===== src/rtl/pss8_tx_if.sv =====
// Word-in / bit-out bus of the parallel-to-serial transmitter.
// Word side: start/rdy handshake carrying datai. Serial side: sdo with framing flags.
// The transmitter connects via the slave modport; the word producer and link use master.
interface pss8_tx_if #(
  parameter int WIDTH = 8
);
  logic             start;
  logic [WIDTH-1:0] datai;
  logic             rdy;
  logic             sdo;
  logic             sfrm;
  logic             busy;
  logic             done;

  modport master (
    output start,
    output datai,
    input  rdy,
    input  sdo,
    input  sfrm,
    input  busy,
    input  done
  );

  modport slave (
    input  start,
    input  datai,
    output rdy,
    output sdo,
    output sfrm,
    output busy,
    output done
  );
endinterface


===== src/rtl/pss8_tx.sv =====
// Parallel-to-serial transmitter: WIDTH-bit words out on sdo, one bit per clk, with sfrm/done framing.
// Latency: first bit on sdo in the cycle after the accepting edge; back-to-back words have no gap.
// Backpressure: rdy drops while the one-entry holding register is full; start without rdy is ignored.
module pss8_tx #(
  parameter int   WIDTH     = 8,
  parameter int   LSB_FIRST = 1,
  parameter logic IDLE_BIT  = 1'b0
) (
  input  logic      clk,
  input  logic      clr_n,
  pss8_tx_if.slave  bus
);

  localparam int CW = $clog2(WIDTH);
  localparam logic [CW-1:0] CNT_LAST = CW'(WIDTH - 1);
  localparam logic [CW-1:0] CNT_PEN  = CW'(WIDTH - 2);

  typedef enum logic {
    IDLE  = 1'b0,
    SHIFT = 1'b1
  } state_t;

  state_t           state_q, state_d;
  logic [WIDTH-1:0] shreg_q, shreg_d;
  logic [CW-1:0]    cnt_q, cnt_d;
  logic [WIDTH-1:0] hold_q, hold_d;
  logic             hold_v_q, hold_v_d;
  logic             sdo_q, sdo_d;
  logic             sfrm_q, sfrm_d;
  logic             busy_q, busy_d;
  logic             done_q, done_d;

  logic             rdy;
  logic             accept;
  logic             load;
  logic [WIDTH-1:0] load_word;
  logic [WIDTH-1:0] shreg_nxt;

  // The bit currently on the wire always sits at the output end of shreg.
  function automatic logic first_bit(input logic [WIDTH-1:0] w);
    return (LSB_FIRST != 0) ? w[0] : w[WIDTH-1];
  endfunction

  // Handshake is driven from registers and reset only, never from start.
  assign rdy    = ~hold_v_q & clr_n;
  assign accept = bus.start & rdy;

  assign shreg_nxt = (LSB_FIRST != 0) ? (shreg_q >> 1) : (shreg_q << 1);

  // Next-state and datapath: shift, park a word in hold, or start a new word.
  always_comb begin
    state_d   = state_q;
    shreg_d   = shreg_q;
    cnt_d     = cnt_q;
    hold_d    = hold_q;
    hold_v_d  = hold_v_q;
    sdo_d     = sdo_q;
    sfrm_d    = 1'b0;
    busy_d    = busy_q;
    done_d    = 1'b0;
    load      = 1'b0;
    load_word = '0;

    case (state_q)
      IDLE: begin
        if (accept) begin
          load      = 1'b1;
          load_word = bus.datai;
        end
      end
      SHIFT: begin
        if (cnt_q != CNT_LAST) begin
          shreg_d = shreg_nxt;
          sdo_d   = first_bit(shreg_nxt);
          cnt_d   = cnt_q + CW'(1);
          done_d  = (cnt_q == CNT_PEN);
          if (accept) begin
            hold_d   = bus.datai;
            hold_v_d = 1'b1;
          end
        end else if (hold_v_q) begin
          // Held word wins; rdy is low here so no accept can collide with it.
          load      = 1'b1;
          load_word = hold_q;
          hold_v_d  = 1'b0;
        end else if (accept) begin
          // Word offered during the last bit bypasses hold to avoid a gap.
          load      = 1'b1;
          load_word = bus.datai;
        end else begin
          state_d = IDLE;
          sdo_d   = IDLE_BIT;
          busy_d  = 1'b0;
        end
      end
      default: begin
        state_d = IDLE;
      end
    endcase

    if (load) begin
      state_d = SHIFT;
      shreg_d = load_word;
      sdo_d   = first_bit(load_word);
      sfrm_d  = 1'b1;
      busy_d  = 1'b1;
      cnt_d   = '0;
    end
  end

  // State register with synchronous active-low clear; any word in flight or held is dropped.
  always_ff @(posedge clk) begin
    if (!clr_n) begin
      state_q  <= IDLE;
      shreg_q  <= '0;
      cnt_q    <= '0;
      hold_q   <= '0;
      hold_v_q <= 1'b0;
      sdo_q    <= IDLE_BIT;
      sfrm_q   <= 1'b0;
      busy_q   <= 1'b0;
      done_q   <= 1'b0;
    end else begin
      state_q  <= state_d;
      shreg_q  <= shreg_d;
      cnt_q    <= cnt_d;
      hold_q   <= hold_d;
      hold_v_q <= hold_v_d;
      sdo_q    <= sdo_d;
      sfrm_q   <= sfrm_d;
      busy_q   <= busy_d;
      done_q   <= done_d;
    end
  end

  assign bus.rdy  = rdy;
  assign bus.sdo  = sdo_q;
  assign bus.sfrm = sfrm_q;
  assign bus.busy = busy_q;
  assign bus.done = done_q;

endmodule


===== src/flat_wrapper.sv =====
// flat-port wrapper written by rule: the top's interface ports become plain ports
module pss8_tx_flat 
#(
  parameter int   WIDTH     = 8,
  parameter int   LSB_FIRST = 1,
  parameter logic IDLE_BIT  = 1'b0
)
  (clk, clr_n, bus_start, bus_datai, bus_rdy, bus_sdo, bus_sfrm, bus_busy, bus_done);
  pss8_tx_if #(.WIDTH(WIDTH)) bus_i ();
  input  logic clk;
  input  logic clr_n;
  input wire logic [$bits(bus_i.start)-1:0] bus_start;
  input wire logic [$bits(bus_i.datai)-1:0] bus_datai;
  output wire logic [$bits(bus_i.rdy)-1:0] bus_rdy;
  output wire logic [$bits(bus_i.sdo)-1:0] bus_sdo;
  output wire logic [$bits(bus_i.sfrm)-1:0] bus_sfrm;
  output wire logic [$bits(bus_i.busy)-1:0] bus_busy;
  output wire logic [$bits(bus_i.done)-1:0] bus_done;
  assign bus_i.start = bus_start;
  assign bus_i.datai = bus_datai;
  assign bus_rdy = bus_i.rdy;
  assign bus_sdo = bus_i.sdo;
  assign bus_sfrm = bus_i.sfrm;
  assign bus_busy = bus_i.busy;
  assign bus_done = bus_i.done;
  pss8_tx #(.WIDTH(WIDTH), .LSB_FIRST(LSB_FIRST), .IDLE_BIT(IDLE_BIT)) u_core (.clk(clk), .clr_n(clr_n), .bus(bus_i));
endmodule

===== config.mk =====
export PLATFORM = sky130hd
export DESIGN_NAME = pss8_tx_flat
export DESIGN_NICKNAME = d
export VERILOG_FILES = /design/src/rtl/pss8_tx_if.sv /design/src/rtl/pss8_tx.sv /design/src/flat_wrapper.sv
export SDC_FILE = /design/constraint.sdc
export NUM_CORES = 1
export LEC_CHECK = 0
export CAP_MARGIN = 20
export CORE_AREA = 2 2 53 55
export DETAILED_ROUTE_END_ITERATION = 8
export DIE_AREA = 0 0 55 57
export HOLD_SLACK_MARGIN = 0.08
export MAX_ROUTING_LAYER = met4
export PLACE_DENSITY = 0.79
export SYNTH_ARGS = -nofsm -noshare
export SYNTH_HDL_FRONTEND = slang
export SYNTH_SLANG_ARGS = --single-unit

===== constraint.sdc =====
create_clock -name clk -period 1.9 [get_ports clk]
set_input_delay 0.57 -clock clk [delete_from_list [all_inputs] [get_ports clk]]
set_output_delay 0.57 -clock clk [all_outputs]
set_load 0.05 [all_outputs]

==> results.cfg <==
[run_status]
outcome = complete, no violations

[worst_setup_path]
cp_max_fo = 8
crit_chain = clkdlybuf4s15_1 -> inv_2 -> nor2_4 -> buf_12
cpPeakStageDelay_ps = 370
cp-startpoint = clr_n
r2r-start = u_core.cnt_q[0]
cp_num_buf_inv = 3
endpoint_kind = output pin
critPathLaunchType = input port
cp.depth = 4
cp.arrival_ps = 1280
worstRegToRegCells = 7
regToRegEndpoint = u_core.bus.sdo
cp_slowest_cell = clkdlybuf4s15_1
path_class = input port to output pin
cp-endpoint = bus_rdy
crit_required_ps = 1330
regToRegSetupSlack_ps = 90
critical_path.top_delay_family = buffers and inverters

[floorplan]
core_area_sq_mm = 0.00262
dieArea_sq_mm = 0.00314
rows = 19
die_x_microns = 55
fp.dieH_microns = 57
start_util_pct = 44.4
pin_count = 16

[synth]
syn-cell-area_sq_mm = 0.00116
synth_top_family_by_area = simple AND/OR/NAND/NOR gates
ys_seq_elements = 24
synth_flop_cell = dfxtp_1
syn_inst = 137
yosys.area_share.simple_pct = 22.3
ys_async_sr_fraction_pct = 0
synth_edf_count = 0
postSynthAreaPerCell_sq_um = 8.47
synth_xor_area_share_pct = 0.755
muxShareOfSynthArea_pct = 12.1
synth_compound_area_share_pct = 13.2
synth_nets = 151
ys_seq_area_share_pct = 41.4
post_synth_num_cell_types = 28
yosysWarningCount = 0
synth_adder_area_share_pct = 3.24

[timing]
max_freq_mhz = 539
relSlewSlack_pct = 77.4
slew_violations = 0
period_needed_ps = 1850
tightestPinTransition_ps = 339
finClkSkew_ps = 7.82
final.setup.worst_slack_ps = 45.7
final.setup.tns_ps = 0
finalHoldViolCount = 0
rsz0062_at_grt = false
setup_viol = 0
finalCritPeriodShare_pct = 97.6

[grt]
grt_overflow = 0
grt_usage_pct = 18.8
grt_antenna_before_repair = 0
grt_pass1_vias = 943
grt_max_degree = 13
grt_pass1_wl_microns = 4270

[detailed_routing]
vias_per_cell = 5.25
drt_iter0_markers = 28
drt-pass1-iter-count = 4
top_layer_used = met4
drc = 0
wl_met3_microns = 73
wl_met1_microns = 1190
routed-wl-met2_microns = 1150
num_vias = 1003
ant_nets = 0
wirelength_microns = 2460
wl_per_cell_microns = 12.9

[power_and_ir_drop]
power_density_mw_per_mm2 = 670
power_leakage_nw = 0.602
peakVddDrop_v = 0.000564
finalPower_w = 0.000978

[placed_design]
gp_congestion = 0.929
placed_cells = 188
port_buffers = 15
place_ws_ps = -271
dp_hpwl_microns = 1890

[clock_tree]
clock-sinks = 24
htree_levels = 1
cts_tree = built
clk_latency_ps = 310
numCtsBuffers = 3
postCtsHoldBufs = 0
cts_root_buf = clkbuf_4
clkTransAtPathRegs_ps = 110
cts_buffer_depth = 2

[cells_and_area]
synthToLayoutAreaGrowth_pct = 25.8
n_antenna_cell = 0
final_util_pct = 55.8
finalNonFillerCells = 191
fin_nets = 176
drive_gt1_share_pct = 18.1
fillers = 238

[flow_run]
maxCapViolCount = 0

[worst_hold_path]
hold_depth = 2
min_path_type = flop to flop
[worst min path at each step]
| stage | startpoint | end | slack (ps) |
|---|---|---|---|
| floorplan | u_core.shreg_q[1] | u_core.shreg_q[1] | 420 |
| global placement | u_core.shreg_q[6] | u_core.shreg_q[6] | 440 |
| detailed placement | u_core.shreg_q[1] | u_core.shreg_q[1] | 440 |
| CTS | u_core.shreg_q[1] | u_core.shreg_q[1] | 460 |
| global route | u_core.shreg_q[1] | u_core.shreg_q[1] | 480 |
| finish | u_core.shreg_q[1] | u_core.shreg_q[1] | 460 |
[metrics by stage]
stage,cell area [sq um],hold WS (ps)
floorplan,1170,424
global placement,1440,437
detailed placement,1440,444
CTS,1460,462
global route,1460,478
finish,1460,459
[worst min-delay path, delay by kind of cell, from the launching register on]
family	cells	cell delay, ps
flip-flops	1	330
AND/OR/NAND/NOR	1	50
AO/OA/AOI/OAI	1	50
[cell type report]
type | count | area [sq um] | area share, %
inverters | 4 | 15.0 | 1.03
multi-input cells | 98 | 606 | 41.5
flip-flops and latches | 24 | 482 | 33.0
clock buffers | 3 | 22.5 | 1.54
well taps | 31 | 38.8 | 2.66
repair buffers | 31 | 295 | 20.2
[metal layers]
metal	vias up	track usage (%)
met1	453	26.7
met5	-	-
met2	26	26.5
met3	5	2.36
met4	0	8.36
li1	519	-
[cells by family after synthesis]
logic type,count (synthesis)
and+or+nand+nor,54
xor gates and xnor gates,1
DFF,24
AOI/OAI and AO/OA,26
buffers and inverters,15
muxes,14
adders and majority gates,3
[synth_stat cells (2+ instances only)]
cell type | count | area, sq um
nand2_1 | 14 | 52.6
a21oi_1 | 5 | 25.0
mux2i_1 | 14 | 140
o21ai_1 | 13 | 65.1
dfxtp_1 | 24 | 480
ha_1 | 3 | 37.5
buf_2 | 2 | 10.0
clkbuf_1 | 5 | 18.8
buf_6 | 3 | 33.8
inv_2 | 2 | 7.51
a211oi_1 | 3 | 22.5
inv_1 | 2 | 7.51
nor2b_1 | 2 | 12.5
nand2b_1 | 2 | 12.5
nand3_1 | 14 | 70.1
nor2_1 | 17 | 63.8
[timing repair]
item                       4_1_cts  5_1_grt
hold endpoints to repair         0        0
setup endpoints to repair        1        1
setup buffers                    0        0
cloned                           0        0
resized for setup                1        2
[flip-flops by register name, indices dropped and copies added, names as in the netlist]
register	flops
u_core.bus.busy	1
u_core.bus.done	1
u_core.bus.sdo	1
u_core.bus.sfrm	1
u_core.cnt_q	3
u_core.hold_q	8
u_core.hold_v_q	1
u_core.shreg_q	7
u_core.state_q	1
[power breakdown]
| part | switching, W | internal [W] |
|---|---|---|
| sequential | 0.0000187 | 0.000524 |
| clock | 0.000140 | 0.0000742 |
| combinational | 0.000117 | 0.000104 |
| total | 0.000276 | 0.000702 |
[placed cells by master, fill, tap and decap left out, types with 2 or more instances in the layout]
master and n:
clkdlybuf4s50_1 9, nor2_1 16, inv_2 2, a211oi_1 3, nor2b_1 2, nand2_1 14, buf_12 3, a21oi_1 5
mux2i_1 14, nand3_1 14, o21ai_1 13, nand2b_1 2, buf_4 18, clkbuf_4 3, dfxtp_1 23, inv_1 2
ha_1 3
Power figures use the tool's default switching activity.
==> edit (same settings) <==
`WIDTH` is set to 8 in 3 places; all go to 4.
--- a/src/rtl/pss8_tx_if.sv
+++ b/src/rtl/pss8_tx_if.sv
@@ -3,5 +3,5 @@
 // The transmitter connects via the slave modport; the word producer and link use master.
 interface pss8_tx_if #(
-  parameter int WIDTH = 8
+  parameter int WIDTH = 4
 );
   logic             start;
--- a/src/rtl/pss8_tx.sv
+++ b/src/rtl/pss8_tx.sv
@@ -3,5 +3,5 @@
 // Backpressure: rdy drops while the one-entry holding register is full; start without rdy is ignored.
 module pss8_tx #(
-  parameter int   WIDTH     = 8,
+  parameter int   WIDTH     = 4,
   parameter int   LSB_FIRST = 1,
   parameter logic IDLE_BIT  = 1'b0
--- a/src/flat_wrapper.sv
+++ b/src/flat_wrapper.sv
@@ -2,5 +2,5 @@
 module pss8_tx_flat 
 #(
-  parameter int   WIDTH     = 8,
+  parameter int   WIDTH     = 4,
   parameter int   LSB_FIRST = 1,
   parameter logic IDLE_BIT  = 1'b0
Ports: changed (resized bus_datai); port bits go from 16 to 12. The function was not compared with the original's and may differ.
==> edit against the original RTL <==
- synthesized cell count is 39% lower
- sequential share of layout area is 0.93 points lower
- setup slack better by 0.063 ns
- cell count is 33% lower
- synthesized area is 35% lower
- fmax is 3.5% higher
- design area is 36% lower
- sequential cell count is 9 lower
- core utilization is 20 points lower
- routed wire length is 38% lower
- total power is 30% lower
- critical path depth is 1 lower
- non-clock buffer count is 15 lower
==> edit: results (changes against the original RTL) <==
synth:
  synthTopCellsByArea: "dfxtp_1 (40%), mux2i_1 (6.6%), nor2b_1 (6.6%), o21ai_0 (4.0%), ha_1 (3.3%)"
  synth_fa_ha_area_frac: 0.0332  # +0.000860
  synth.distinct_cells: 31  # +11%
  synth-async-reset-ratio: 0  # unchanged
  synth_compound_area_frac: 0.141  # +0.00959
  netlist_top_cells_count: "dfxtp_1 (15), nor2b_1 (8), o21ai_0 (6)"
  yosysWarnings: 0  # unchanged
  synth.net_count: 92  # -39%
  synth-xor-area-share: 0.0116  # +0.00408
  yosysSeqAreaShare: 0.399  # -0.0156
  synthMuxAreaShare: 0.0814  # -0.0394
clock_tree:
  clock_latency_ns: 0.29  # -0.02 ns
placement:
  port_buffers: 11  # -4
  dp_hpwl_mm: 1.14  # -40%
  gp_congestion: 0.781  # -16%
layout:
  drive_gt1_frac: 0.196  # +0.0146
  nNetsFinal: 107  # -39%
  top_regs: "u_core.hold_q x4, u_core.shreg_q x3, u_core.cnt_q x2"
  fillers: 266  # +12%
grt:
  grtUsageTotal: 0.128  # -0.0603
  grt_pass1_vias: 641  # -32%
  grt_pass1_wl_mm: 2.82  # -34%
  grt_max_degree: 16  # +3
run_status:
  outcome: "completed"
detailed_routing:
  vias: 603  # -40%
  routedWlPerCell_um: 11.9  # -7.6%
setup_path:
  cp_max_fo: 5  # -3
  cp_data_arrival_time_ns: 1.22  # -0.06 ns
  rr_worst_depth: 5  # -2
timing:
  skew_ns: 0.00612  # -0.00169 ns
  tightest_slew_ns: 0.527  # +0.187 ns
power_and_ir_drop:
  vdd_ir_drop_max_mv: 0.603  # +7.0%
worst_hold_path:
  holdCritPathClass: "flip-flop to flip-flop"
  whs_path_depth: 2  # unchanged
edit: cells by family after synthesis:
kind of cell,Yosys count
simple gates,35
flops,15
xor+xnor,1
buf+inv,7
mux,6
compound gates,17
fa+ha+maj,2
edit: per-layer routing:
layer  vias up  GRT usage  part of all wire
li1        311          -                 -
met1       275      0.165              0.46
met2        13      0.177              0.45
met3         4     0.0445             0.068
met4         0     0.0592             0.017
met5         -          -                 0
edit: report_power, final:
group	internal (uW)	leakage (uW)	switching (uW)
logic	68.2	0.000240	79.4
registers	332	0.000123	14.5
clock network	80.1	0.0000139	113
edit: timing repair:
action	CTS	global route
endpoints found under the setup margin	1	0
hold endpoints to repair	0	0
resized for setup	1	0
edit: stage by stage:
| stage | worst slack (ns) | area, um^2 | std cells | power (uW) |
|---|---|---|---|---|
| 2_1_floorplan | 0.0395 | 761 | 83 | 452 |
| 3_3_place_gp | -0.159 | 907 | 124 | 498 |
| 3_5_place_dp | -0.181 | 907 | 124 | 502 |
| 4_1_cts | 0.105 | 936 | 128 | 693 |
| 5_1_grt | 0.0288 | 936 | 128 | 730 |
| 6_report | 0.109 | 936 | 128 | 687 |
edit: final cells by class:
class	instances	area [um^2]	share of cell area
Sequential cell	15	300	0.321
Timing Repair Buffer	16	146	0.156
Multi-Input combinational cell	61	417	0.445
Clock buffer	3	22.5	0.0241
Tap cell	31	38.8	0.0414
Inverter	1	3.75	0.00401
Clock inverter	1	7.51	0.00802
edit: worst max-delay path, cell delays in order:
cell and delay [ns]:
dlygate4sd2_1 0.31, nor2b_4 0.20, buf_12 0.14
edit: worst paths after layout:
kind,to,slack (ns),from
setup / recovery,bus_rdy,0.11,clr_n
hold / removal,u_core.shreg_q[2]$_SDFFE_PN0P_,0.47,u_core.shreg_q[2]$_SDFFE_PN0P_
setup reg to reg,u_core.hold_q[1]$_SDFFE_PN0P_,0.26,u_core.cnt_q[0]$_SDFFE_PP0P_
hold reg to reg,u_core.shreg_q[2]$_SDFFE_PN0P_,0.47,u_core.shreg_q[2]$_SDFFE_PN0P_
